===== src/rtl/spi_req_arbiter.sv =====
// Two-requester round-robin arbiter and sequencer in front of spi_master.
// One spi_master transaction per grant, result routed back to the owner, watchdog abort.
module spi_req_arbiter #(
  parameter int unsigned TIMEOUT_CYC = 4096
) (
  input  logic        sys_clk,
  input  logic        sys_rst,
  input  logic        req0_valid,
  input  logic [1:0]  req0_mode,
  input  logic [15:0] req0_sdata,
  output logic        req0_ready,
  output logic        req0_done,
  output logic        req0_err,
  output logic [15:0] req0_rdata,
  input  logic        req1_valid,
  input  logic [1:0]  req1_mode,
  input  logic [15:0] req1_sdata,
  output logic        req1_ready,
  output logic        req1_done,
  output logic        req1_err,
  output logic [15:0] req1_rdata,
  output logic        m_spi_en,
  output logic [1:0]  m_spi_mode,
  output logic [15:0] m_spi_sdata,
  input  logic        m_spi_done,
  input  logic [15:0] m_spi_rdata,
  output logic        busy
);

  typedef enum logic [1:0] {
    IDLE  = 2'd0,
    ISSUE = 2'd1,
    WAIT  = 2'd2,
    RESP  = 2'd3
  } state_t;

  localparam logic [15:0] LIMIT = 16'(TIMEOUT_CYC - 1);

  state_t      state, state_nx;
  logic        owner, owner_nx;
  logic        rr, rr_nx;
  logic        err_int, err_nx;
  logic        grant;
  logic [15:0] cnt, cnt_nx;
  logic [15:0] word_nx;
  logic [1:0]  mode_nx;
  logic [15:0] sdata_nx;

  logic        en_nx, busy_nx;
  logic        ready0_nx, ready1_nx;
  logic        done0_nx, done1_nx;

  // State, datapath and output registers; outputs are loaded from next-state values
  // so that every output is a flop yet lines up with the state it belongs to.
  always_ff @(posedge sys_clk) begin
    if (sys_rst) begin
      state       <= IDLE;
      owner       <= 1'b0;
      rr          <= 1'b0;
      cnt         <= '0;
      err_int     <= 1'b0;
      m_spi_en    <= 1'b0;
      m_spi_mode  <= '0;
      m_spi_sdata <= '0;
      busy        <= 1'b0;
      req0_ready  <= 1'b0;
      req1_ready  <= 1'b0;
      req0_done   <= 1'b0;
      req1_done   <= 1'b0;
      req0_err    <= 1'b0;
      req1_err    <= 1'b0;
      req0_rdata  <= '0;
      req1_rdata  <= '0;
    end else begin
      state       <= state_nx;
      owner       <= owner_nx;
      rr          <= rr_nx;
      cnt         <= cnt_nx;
      err_int     <= err_nx;
      m_spi_en    <= en_nx;
      m_spi_mode  <= mode_nx;
      m_spi_sdata <= sdata_nx;
      busy        <= busy_nx;
      req0_ready  <= ready0_nx;
      req1_ready  <= ready1_nx;
      req0_done   <= done0_nx;
      req1_done   <= done1_nx;
      req0_err    <= done0_nx & err_nx;
      req1_err    <= done1_nx & err_nx;
      if (done0_nx) req0_rdata <= word_nx;
      if (done1_nx) req1_rdata <= word_nx;
    end
  end

  always_comb begin
    state_nx = state;
    owner_nx = owner;
    rr_nx    = rr;
    cnt_nx   = cnt;
    err_nx   = err_int;
    word_nx  = '0;
    mode_nx  = m_spi_mode;
    sdata_nx = m_spi_sdata;
    grant    = 1'b0;
    unique case (state)
      IDLE: begin
        if (req0_valid || req1_valid) begin
          grant    = (req0_valid && req1_valid) ? rr : req1_valid;
          owner_nx = grant;
          mode_nx  = grant ? req1_mode  : req0_mode;
          sdata_nx = grant ? req1_sdata : req0_sdata;
          state_nx = ISSUE;
        end
      end
      ISSUE: begin
        rr_nx    = ~owner;
        cnt_nx   = '0;
        state_nx = WAIT;
      end
      WAIT: begin
        // done is tested before the limit, so a done on the last cycle is not an error
        if (m_spi_done) begin
          word_nx  = m_spi_rdata;
          err_nx   = 1'b0;
          state_nx = RESP;
        end else if (cnt == LIMIT) begin
          word_nx  = '0;
          err_nx   = 1'b1;
          state_nx = RESP;
        end else begin
          cnt_nx   = cnt + 16'd1;
        end
      end
      RESP: begin
        state_nx = IDLE;
      end
      default: begin
        state_nx = IDLE;
      end
    endcase
  end

  always_comb begin
    en_nx     = (state_nx == ISSUE);
    busy_nx   = (state_nx != IDLE);
    ready0_nx = en_nx && !owner_nx;
    ready1_nx = en_nx &&  owner_nx;
    done0_nx  = (state_nx == RESP) && !owner_nx;
    done1_nx  = (state_nx == RESP) &&  owner_nx;
  end

endmodule

===== config.mk =====
export PLATFORM = sky130hd
export DESIGN_NAME = spi_req_arbiter
export DESIGN_NICKNAME = d
export VERILOG_FILES = /design/src/rtl/spi_req_arbiter.sv
export SDC_FILE = /design/constraint.sdc
export NUM_CORES = 1
export LEC_CHECK = 0
export ABC_AREA = 1
export BUFFER_PORTS_ARGS = -buffer_cell sky130_fd_sc_hd__buf_2
export CELL_PAD_IN_SITES_DETAIL_PLACEMENT = 1
export CELL_PAD_IN_SITES_GLOBAL_PLACEMENT = 2
export CORE_MARGIN = 2
export CORE_UTILIZATION = 29
export CTS_CLUSTER_DIAMETER = 200
export DETAILED_ROUTE_END_ITERATION = 10
export HOLD_SLACK_MARGIN = 0.02
export PLACE_DENSITY = 0.9
export SYNTH_ARGS = -nofsm -noshare
export SYNTH_HDL_FRONTEND = slang
export SYNTH_SLANG_ARGS = --single-unit

===== constraint.sdc =====
create_clock -name sys_clk -period 2.9 [get_ports sys_clk]
set_input_delay 0.145 -clock sys_clk [delete_from_list [all_inputs] [get_ports sys_clk]]
set_output_delay 0.145 -clock sys_clk [all_outputs]
set_load 0.01 [all_outputs]

==> impl_metrics.json <==
{
  "status": "completed",
  "cp.arrival_ns": 2.64,
  "p_per_area_nw_per_um2": 954,
  "insertion_delay_ns": 0.34,
  "postCtsHoldBufs": 0,
  "core_sq_um": 12600,
  "ys_top_cells_by_area": "dfxtp_1, nand2_1, nor2_1",
  "post-route-min-period_ns": 2.42,
  "ys_seq_area_frac": 0.422,
  "path_delay_family": "simple AND/OR/NAND/NOR gates",
  "cp_max_fo": 20,
  "dp_hpwl_um": 7680,
  "fp-row-count": 41,
  "syn_nets": 616,
  "io_pins": 115,
  "slowest_delay_ns": 0.52,
  "required_ns": 3.12,
  "p_leak_nw": 2.63,
  "mostFrequentLayoutCells": "nand2_1, buf_2, nor2_1",
  "finalPower_mw": 4.50,
  "min_path_type": "primary input to flop",
  "yosysTopAreaCell": "dfxtp_1",
  "grt_pass1_vias": 3718,
  "crit_buf_inv": 2,
  "cts.sink_count": 79,
  "end_kind": "flop",
  "vias": 3668,
  "maxCapViolCount": 0,
  "grt_overflow": 0,
  "ant_nets": 0,
  "critPathKind": "flop to flop",
  "start_util": 0.297,
  "antenna_found_initial": 0,
  "cp_slowest_cell": "nand2_1",
  "dr.pass1.iters": 4,
  "grt_max_degree": 50,
  "n_antenna_cell": 0,
  "fin_skew_ns": 0.00530,
  "cts_tree": "done",
  "drt_iter0_markers": 116,
  "post-route-drc-count": 0,
  "htree_levels": 3,
  "totalWireLength_um": 10500,
  "fin_tns_setup_ns": 0,
  "drive_gt1_frac": 0.224,
  "cts_resized": 0,
  "rsz0062_at_grt": "false",
  "dieWidth_um": 118,
  "synth_ff_type": "dfxtp_1",
  "worstPathCellList": "inv_1 > ha_1 > inv_1 > nor2_1 > nand2_1 > nand2_1 > nand3_1 > nor3_1 > nor2_1",
  "multi_input_area_sq_um": 1650,
  "nets": 722,
  "grt_pass1_wl_um": 17500,
  "finalCritPeriodShare": 0.834,
  "gr-usage-all-layers": 0.155,
  "io_buffers": 114,
  "synthesis.area_sq_um": 3740,
  "hold_viol": 0,
  "syn_to_final_growth_pct": 25.9,
  "dieArea_sq_um": 13800,
  "die_h_um": 118,
  "ys.warnings.count": 0,
  "yosys_register_bits": 79,
  "wl_per_cell_um": 12.6,
  "cp-start-kind": "flop",
  "seq_area_sq_um": 1580,
  "ys_types": 32,
  "clk_pin_slew_worst_paths_ns": 0.06,
  "synth_cells": 554,
  "cts-root-buf": "clkbuf_16",
  "post_synth.cell_area_avg_sq_um": 6.76,
  "layout_commonest_cell": "nand2_1",
  "cts_setup_buffers": 0,
  "synth-edff-count": 0,
  "ys_async_sr_fraction": 0,
  "max-vdd-ir-drop_uv": 348,
  "setup_viol": 0,
  "max_freq_mhz": 413,
  "finalMaxSlewViolations": 0,
  "synth_top_area_frac": 0.422,
  "tightest_slew_ns": 0.679,
  "clock_path_buffers": 2,
  "slew_headroom": 0.546,
  "fillCellCount": 1705,
  "via_per_inst": 4.38,
  "cts_made_buffers": 9,
  "gp_congestion": 0.799
}
[power breakdown]
part	internal, mW	switching (mW)
Sequential	1.41	0.175
Combinational	0.628	1.17
Clock	0.660	0.453
Total	2.70	1.80
[cells in the mapped netlist (2+ instances only)]
| library cell | instances |
|---|---|
| o211ai_1 | 19 |
| nor2_1 | 104 |
| ha_1 | 5 |
| buf_2 | 6 |
| clkbuf_1 | 9 |
| nor3_1 | 6 |
| inv_2 | 5 |
| xnor2_1 | 2 |
| inv_1 | 93 |
| nand2_1 | 140 |
| o21bai_1 | 4 |
| buf_6 | 4 |
| dfxtp_1 | 79 |
| nand4_1 | 7 |
| o21ai_0 | 2 |
| nand3_1 | 31 |
| o21ai_1 | 2 |
| nand2_2 | 2 |
| a21oi_1 | 15 |
| nand3_2 | 2 |
| nand4_4 | 2 |
| buf_4 | 3 |
| and3_1 | 2 |
| clkinv_1 | 2 |
[layer usage]
layer	track usage	part of all wire
met1	0.178	0.44
met2	0.260	0.47
met4	0.0505	0.014
met5	0	0
met3	0.0630	0.072
[registers in the layout, indices dropped and copies added, names as in the netlist, 2 cells and up]
signal / cells
req1_rdata: 16
req0_rdata: 16
state: 2
m_spi_mode: 2
cnt: 16
m_spi_sdata: 16
[layout make-up]
type | instances | area share
clock buffers | 9 | 0.0478
well taps | 172 | 0.0456
inverters | 100 | 0.0796
flip-flops and latches | 79 | 0.335
repair buffers | 118 | 0.127
multi-input cells | 352 | 0.351
clock inverters | 7 | 0.0135
[cell families (layout without fill, tap and decap cells)]
logic type	Yosys count	count (layout)	synth area share
and+or+nand+nor	300	300	0.341
DFF	79	79	0.422
adders and majority gates	5	5	0.0167
xor gates and xnor gates	2	2	0.00468
AOI/OAI and AO/OA	45	45	0.0789
buffers and inverters	123	234	0.136
[worst reg2reg max path, cell delays in order, from the launching register on]
cell and delay (ns):
dfxtp_1 0.33, inv_1 0.13, ha_1 0.38, inv_1 0.14
nor2_1 0.20, nand2_1 0.11, nand2_1 0.52, nand3_1 0.19
nor3_1 0.24, nor2_1 0.07
[final timing paths]
| check | from | end | slack [ns] | depth (start not counted) |
|---|---|---|---|---|
| setup / recovery | state[0] | cnt[12] | 0.48 | 9 |
| hold / removal | req1_sdata[11] | m_spi_sdata[11] | 0.14 | 5 |
| setup reg to reg | state[0] | cnt[12] | 0.48 | 9 |
| hold reg to reg | owner | rr | 0.46 | 1 |
[metrics by stage]
step	setup slack (ns)	cells	hold slack (ns)	cell area (sq um)	util
finish	0.481	837	0.139	4710	0.374
global route	0.166	837	0.153	4710	0.374
CTS	0.469	837	0.127	4710	0.374
detailed placement	0.498	821	0.448	4430	0.351
global placement	0.745	821	0.424	4430	0.351
floorplan	1.16	554	0.363	3740	-
No activity file was read; power rests on OpenSTA's default activity.
